**src/rtl/vta_queue_pkg.sv**
```systemverilog
// rtl/vta_queue_pkg.sv - shared widths, parameter check and op encoding for the VTA queues
package vta_queue_pkg;

    // Per-cycle queue operation after bypass and flush have been resolved.
    typedef enum logic [1:0] {
        OP_IDLE = 2'b00,
        OP_DEQ  = 2'b01,
        OP_ENQ  = 2'b10,
        OP_BOTH = 2'b11
    } q_op_e;

    // Pointer width; a floor of 1 keeps the vector legal even if an illegal DEPTH
    // slips through to the point where the parameter check reports it.
    function automatic int ptr_w(input int depth);
        return (depth < 2) ? 1 : $clog2(depth);
    endfunction

    // Occupancy width: must hold the value DEPTH itself, not just DEPTH-1.
    function automatic int cnt_w(input int depth);
        return $clog2(depth + 1);
    endfunction

    function automatic bit params_ok(input int width, input int depth, input int afull_th);
        return (width >= 1) && (depth >= 2) && (afull_th <= depth);
    endfunction

endpackage

```
**src/rtl/sync_queue_mem.sv**
```systemverilog
// rtl/sync_queue_mem.sv - WIDTH x DEPTH storage, one clocked write port, one asynchronous read port
// Ports:
//   clock      write clock
//   i_wr_en    write strobe for this edge
//   i_wr_addr  write row
//   i_wr_data  write data
//   i_rd_addr  read row (combinational read)
//   o_rd_data  contents of i_rd_addr
// Storage is isolated here so it can later be replaced by an SRAM macro wrapper.
module sync_queue_mem #(
    parameter int WIDTH = 128,
    parameter int DEPTH = 8,
    parameter int AW    = 3
) (
    input  logic             clock,
    input  logic             i_wr_en,
    input  logic [AW-1:0]    i_wr_addr,
    input  logic [WIDTH-1:0] i_wr_data,
    input  logic [AW-1:0]    i_rd_addr,
    output logic [WIDTH-1:0] o_rd_data
);

    // Contents are intentionally not reset.
    logic [WIDTH-1:0] r_mem [DEPTH];

    always_ff @(posedge clock) begin
        if (i_wr_en) begin
            r_mem[i_wr_addr] <= i_wr_data;
        end
    end

    assign o_rd_data = r_mem[i_rd_addr];

endmodule

```
**src/rtl/sync_queue_param.sv**
```systemverilog
// rtl/sync_queue_param.sv - parametrised first-word-fall-through FIFO with ready/valid, flush and flags
// Ports:
//   clock, reset        single clock; synchronous active-high reset
//   io_enq_*            enqueue handshake (ready = not full, independent of deq side)
//   io_deq_*            dequeue handshake; bits show the head entry, or the enq bits
//                       when FLOW=1 and the queue is empty
//   io_flush            synchronous discard of all contents; fires in that cycle are dropped
//   io_count            current occupancy 0..DEPTH
//   io_almost_full      io_count >= AFULL_TH
//   io_almost_empty     io_count <= AEMPTY_TH
module sync_queue_param
    import vta_queue_pkg::*;
#(
    parameter int WIDTH     = 128,
    parameter int DEPTH     = 8,
    parameter int FLOW      = 0,
    parameter int AFULL_TH  = DEPTH - 1,
    parameter int AEMPTY_TH = 1
) (
    input  logic                       clock,
    input  logic                       reset,
    output logic                       io_enq_ready,
    input  logic                       io_enq_valid,
    input  logic [WIDTH-1:0]           io_enq_bits,
    input  logic                       io_deq_ready,
    output logic                       io_deq_valid,
    output logic [WIDTH-1:0]           io_deq_bits,
    input  logic                       io_flush,
    output logic [cnt_w(DEPTH)-1:0]    io_count,
    output logic                       io_almost_full,
    output logic                       io_almost_empty
);

    localparam int PW      = ptr_w(DEPTH);
    localparam int CW      = cnt_w(DEPTH);
    localparam bit FLOW_EN = (FLOW != 0);

    generate
        if (!params_ok(WIDTH, DEPTH, AFULL_TH)) begin : g_bad_params
            $error("sync_queue_param: illegal parameters (need WIDTH>=1, DEPTH>=2, AFULL_TH<=DEPTH)");
        end
    endgenerate

    logic [PW-1:0]    r_wr_ptr;
    logic [PW-1:0]    r_rd_ptr;
    logic [CW-1:0]    r_count;

    logic             w_full;
    logic             w_empty;
    logic             w_enq_fire;
    logic             w_deq_fire;
    logic             w_pass;
    logic             w_wr_en;
    logic [WIDTH-1:0] w_rd_data;
    q_op_e            w_op;

    // Pointers wrap at DEPTH-1 explicitly so non-power-of-two depths work.
    function automatic logic [PW-1:0] ptr_inc(input logic [PW-1:0] p);
        return (p == PW'(DEPTH - 1)) ? '0 : p + PW'(1);
    endfunction

    assign w_full  = (r_count == CW'(DEPTH));
    assign w_empty = (r_count == '0);

    assign io_enq_ready = !w_full;
    // When empty with FLOW=1 the producer is presented straight to the consumer.
    assign io_deq_valid = w_empty ? (FLOW_EN && io_enq_valid) : 1'b1;
    assign io_deq_bits  = (FLOW_EN && w_empty) ? io_enq_bits : w_rd_data;

    assign w_enq_fire = io_enq_valid && io_enq_ready;
    assign w_deq_fire = io_deq_valid && io_deq_ready;

    // A same-cycle bypass consumes the entry without touching memory, pointers or count.
    assign w_pass = FLOW_EN && w_empty && w_enq_fire && w_deq_fire;

    assign w_op    = q_op_e'({w_enq_fire && !w_pass, w_deq_fire && !w_pass});
    assign w_wr_en = ((w_op == OP_ENQ) || (w_op == OP_BOTH)) && !io_flush && !reset;

    always_ff @(posedge clock) begin
        if (reset || io_flush) begin
            r_wr_ptr <= '0;
            r_rd_ptr <= '0;
            r_count  <= '0;
        end else begin
            case (w_op)
                OP_ENQ: begin
                    r_wr_ptr <= ptr_inc(r_wr_ptr);
                    r_count  <= r_count + CW'(1);
                end
                OP_DEQ: begin
                    r_rd_ptr <= ptr_inc(r_rd_ptr);
                    r_count  <= r_count - CW'(1);
                end
                OP_BOTH: begin
                    r_wr_ptr <= ptr_inc(r_wr_ptr);
                    r_rd_ptr <= ptr_inc(r_rd_ptr);
                end
                default: begin
                end
            endcase
        end
    end

    assign io_count        = r_count;
    // Flags look only at the registered count, never at this cycle's handshakes.
    assign io_almost_full  = (int'(r_count) >= AFULL_TH);
    assign io_almost_empty = (int'(r_count) <= AEMPTY_TH);

    sync_queue_mem #(
        .WIDTH (WIDTH),
        .DEPTH (DEPTH),
        .AW    (PW)
    ) u_mem (
        .clock     (clock),
        .i_wr_en   (w_wr_en),
        .i_wr_addr (r_wr_ptr),
        .i_wr_data (io_enq_bits),
        .i_rd_addr (r_rd_ptr),
        .o_rd_data (w_rd_data)
    );

endmodule

```
**config.mk**
```make
export PLATFORM = sky130hd
export DESIGN_NAME = sync_queue_param
export DESIGN_NICKNAME = d
export VERILOG_FILES = /design/src/rtl/vta_queue_pkg.sv /design/src/rtl/sync_queue_mem.sv /design/src/rtl/sync_queue_param.sv
export SDC_FILE = /design/constraint.sdc
export NUM_CORES = 1
export LEC_CHECK = 0
export CELL_PAD_IN_SITES_DETAIL_PLACEMENT = 1
export CELL_PAD_IN_SITES_GLOBAL_PLACEMENT = 2
export CORE_MARGIN = 5
export CORE_UTILIZATION = 51
export DETAILED_ROUTE_END_ITERATION = 6
export GPL_TIMING_DRIVEN = 0
export PLACE_DENSITY = 0.83
export SLEW_MARGIN = 20
export SYNTH_ARGS = -nofsm -noshare
export SYNTH_HDL_FRONTEND = slang
export SYNTH_HIERARCHICAL = 1
export SYNTH_SLANG_ARGS = --single-unit
```
**constraint.sdc**
```tcl
create_clock -name clock -period 21 [get_ports clock]
set_input_delay 4.2 -clock clock [delete_from_list [all_inputs] [get_ports clock]]
set_output_delay 4.2 -clock clock [all_outputs]
set_load 0.01 [all_outputs]
```
# Yosys cells after proc, flatten, opt, wreduce, memory -nomap -nowiden
# Memory sizes are Yosys's and may differ from the RTL's. A register that Yosys moved wholly into a read port is not among the register bits.
# Cells that the tools add are included.
# totals
out_inout_bits	136
in_bits	133
wordCells	37
memories	1
ff_bits	10
mem_bits_rw	1024
# memory_table
memory	depth	width	rd	rd_ports_with_merged_regs	wr	line	rtl
u_mem.r_mem	8	128	1	1	1	sync_queue_mem.sv:24	logic [WIDTH-1:0] r_mem [DEPTH];
# classes
mux	8
add_sub_neg	4
n_reduce_logical	13
eq_ne	6
magnitude_cmp	2
# op_table
op	count
$mux 3	4
$pmux 4 s2	1
$add 3x1->3 const B	2
$eq 3x3->1 const B	2
$add 4x1->4 const B	1
$eq 2x2->1 const B	2
$eq 4x4->1 const B	1
$ge 4x3->1 const B	1
$le 4x1->1 const B	1
$logic_and 1x1->1	4
$logic_not 4->1	1
$reduce_or 2->1	2
$sub 4x1->4 const B	1
$logic_not 1->1	3
$mux 1	3
$eq 2x1->1 const B	1
$logic_or 1x1->1	2
$reduce_bool 2->1	1

# Longest topological paths before layout
# depth
word_depth	9
depth_mapped	9

# Hierarchy
# The synthesis kept the hierarchy.
# modules_own_cells
module	area_per_inst_um2	instances	cells_per_inst
sync_queue_mem	38992.4	1	1492
sync_queue_param	584.3	1	69

# Worst setup path before layout
# OpenSTA, ideal clock, no wires.
# synth_timing
path_type	input to register
from	input port io_flush
to	memory u_mem.r_mem[0][0], enable pin
setup_slack_ns	6.647
t_arrival_ns	13.580
setup_time_ns	0.772
path_stages	5
path_buffers	1
path_cell_list	or2_2 clkbuf_1 nor2_1 nand2b_1 nor3_1
# synth_via
elab_chain_len	5
# synth_rtl
item	line	rtl
start: declaration	sync_queue_param.sv:28	input logic io_flush,
$logic_not 1->1	sync_queue_param.sv:77	assign w_wr_en = ((w_op == OP_ENQ) || (w_op == OP_BOTH)) && !io_flush && !reset;
$logic_and 1x1->1 (2 in a row)	sync_queue_param.sv:77	
via w_wr_en	sync_queue_param.sv:53	logic w_wr_en;
$mux 1	sync_queue_mem.sv:27	if (i_wr_en) begin
$mux 1 (implied by the code)	sync_queue_mem.sv:28	r_mem[i_wr_addr] <= i_wr_data;
end: declaration	sync_queue_mem.sv:24	
# The timed path passes the listed nets, and every way through them passes these cells.

==> results.cfg <==
[clocking]
numCtsBuffers = 105
post_cts_resized = 0
clk_latency_ns = 0.65
cts_tree = yes
ctsRootBufferMaster = clkbuf_16
clkSinkCount = 1034
cts_max_path_buffers = 3
cts_setup_buffers = 0
clk_pin_slew_ns = 0.06
hold_buffers = 0
htree_levels = 3

[global_route]
track_usage_pct = 22.2
overflow = 0
antenna_found_initial = 15
grt_pass1_vias = 19829
grt_max_degree = 21
grt_pass1_wl_um = 135000

[detailed_routing]
drcViolationCount = 0
vias = 18272
drtIter0Drc = 1386
ant_nets = 0
avgViaCountPerCell = 5.79
routedWlPerCell_um = 29.2
drt_first_pass_iters = 5
wirelength_um = 92100

[finish]
final_util_pct = 62.5
final_common_cell = edfxtp_1
drive_gt1_share_pct = 28.2
layout-area-overhead-vs-synth_pct = 22.0
final_cell_mix = edfxtp_1, clkdlybuf4s50_1, mux4_2, mux2_2, clkbuf_16
nNetsFinal = 2165
fillCellCount = 6114

[place]
gp_congestion = 0.697
place_ws_ns = 13.07
numPortBuffers = 268
dp.final_hpwl_um = 59900

[power]
total_power_mw = 4.20
p_per_area_nw_per_um2 = 87.0
vdd_drop_max_uv = 79.8
p_leak_nw = 15.1

[hold_path]
hp-class = reg2reg

[synth]
synth_cell_types = 35
postSynthAreaPerCell_um2 = 25.4
synthesis.area_um2 = 39600
synth_warnings = 6
yosysSeqAreaShare_pct = 78.2
syn_inst = 1561
ys_ff_latch = 1034
syn_nets = 1702

[worst_setup_path]
crit_buf_inv = 3
worst_path_largest_cell_delay_ns = 0.70
cp_max_fo = 10
required_ns = 16.80
critPathTopFamily = buffers and inverters
cp-start-kind = flop
worstPathArrival_ns = 3.62
worstPathCellList = buf_2, buf_1, mux4_2, mux2_2, clkdlybuf4s50_1
crit_slowest_cell = buf_1
worst-setup-path-type = reg2out
end_kind = output port

[sta]
worst_clock_skew_ns = 0.0131
fmax_mhz = 128
totalNegativeSetupSlack_ns = 0
rsz0062_at_grt = false
hold_viol = 0
setup_viol = 0
fin_crit_ns = 7.82
slew_viol_final = 0
worst_pin_slew_ns = 0.933
finalCritPeriodShare_pct = 37.3
timing.hold.ws_ns = 0.539
setup_ws_ns = 13.18
slew_headroom_pct = 37.8

[floorplanning]
start_util_pct = 51.3
core_area_um2 = 77200
die_area_um2 = 83300
die_h_um = 289
io_pins = 269
rows = 102
die_x_um = 289

[outcome]
status = completed

[flow_run]
cap_violations = 0
cell families (layout without fill, tap and decap cells):
family | count (synthesis) | in the layout | share of synthesized area [%]
buffers and inverters | 79 | 627 | 1.86
DFF | 1034 | 1034 | 78.2
and+or+nand+nor | 36 | 36 | 0.474
muxes | 386 | 386 | 18.9
adders and majority gates | 8 | 8 | 0.253
AOI/OAI and AO/OA | 16 | 16 | 0.218
other | 0 | 8 | 0
xor gates and xnor gates | 2 | 2 | 0.0443
cell type report:
cell class	instances	area, um^2	share of cell area (%)
repair buffers	356	4100	8.50
diodes	8	20.0	0.0415
clock buffers	131	2750	5.69
flip-flops and latches	1034	30900	64.1
multi-input cells	448	7950	16.5
clock inverters	61	477	0.987
well taps	1040	1300	2.70
inverters	7	26.3	0.0544
plain buffers	72	711	1.47
worst register-to-register path, stage by stage (launching register included):
cell and delay [ns]:
dfxtp_1 0.47, inv_1 0.09, ha_1 0.25, and3b_1 0.26, inv_1 0.17, nand2_1 0.12
nor2_1 0.15, nand2_1 0.23, nor3_2 0.66, buf_4 0.32, buf_4 0.21, buf_4 0.22
buf_4 0.23, buf_4 0.20, buf_4 0.19
flip-flops by register name (all words and copies together), names as in the netlist:
signal / flops
u_mem/r_mem: 1024
r_rd_ptr: 3
io_count: 4
r_wr_ptr: 3
cells in the mapped netlist:
master	n	area, um^2
or4_1	2	15.0
nand4b_1	2	17.5
inv_1	7	26.3
edfxtp_1	1024	30700
nor2_1	13	48.8
nand3_1	3	15.0
a211oi_1	1	7.51
or4b_1	1	10.0
mux4_2	184	4140
and3b_1	1	8.76
buf_6	7	78.8
nand2b_1	3	18.8
nand2_1	5	18.8
buf_1	13	48.8
buf_4	1	7.51
nor3b_1	1	7.51
or3_1	1	6.26
mux2_1	1	11.3
or2_2	1	6.26
o21ai_0	7	35.0
buf_2	3	15.0
mux2i_1	1	10.0
ha_1	8	100
clkbuf_8	13	179
buf_8	19	285
a21oi_2	1	8.76
dfxtp_1	10	200
clkbuf_1	13	48.8
mux4_1	72	1890
buf_12	2	40.0
a21oi_1	7	35.0
xor2_1	2	17.5
clkbuf_4	1	7.51
nor3_1	3	15.0
mux2_2	128	1440
through the flow:
stage | area [um^2] | cells
floorplan | 39600 | 1561
global placement | 43600 | 2869
detailed placement | 45000 | 2957
CTS | 48300 | 3149
global route | 48300 | 3153
finish | 48300 | 3157
path summary, 6_finish.rpt:
path | startpoint | to | slack, ns | cells after the start
max | r_rd_ptr[2]$_SDFFE_PP0P_ | io_deq_bits[56] | 13.18 | 5
min | r_rd_ptr[0]$_SDFFE_PP0P_ | r_rd_ptr[0]$_SDFFE_PP0P_ | 0.54 | 2
max reg2reg | io_count[0]$_SDFFE_PP0P_ | u_mem/r_mem[4][28]$_DFFE_PP_ | 16.96 | 14
min reg2reg | r_rd_ptr[0]$_SDFFE_PP0P_ | r_rd_ptr[0]$_SDFFE_PP0P_ | 0.54 | 2
power by group:
group	switching (mW)	internal, mW
Sequential	0.00360	2.28
Combinational	0.0790	0.0883
Clock	0.751	0.998
routing by layer:
metal  up-vias  part of all wire [%]  GRT usage, %
li1       7756                     -             -
met1      9873                    40          29.9
met2       524                    52          38.2
met3       107                   5.6          4.16
met4        12                   1.7          5.23
met5         -                 0.087             0
Note: power is estimated with default switching activity, not from simulation.
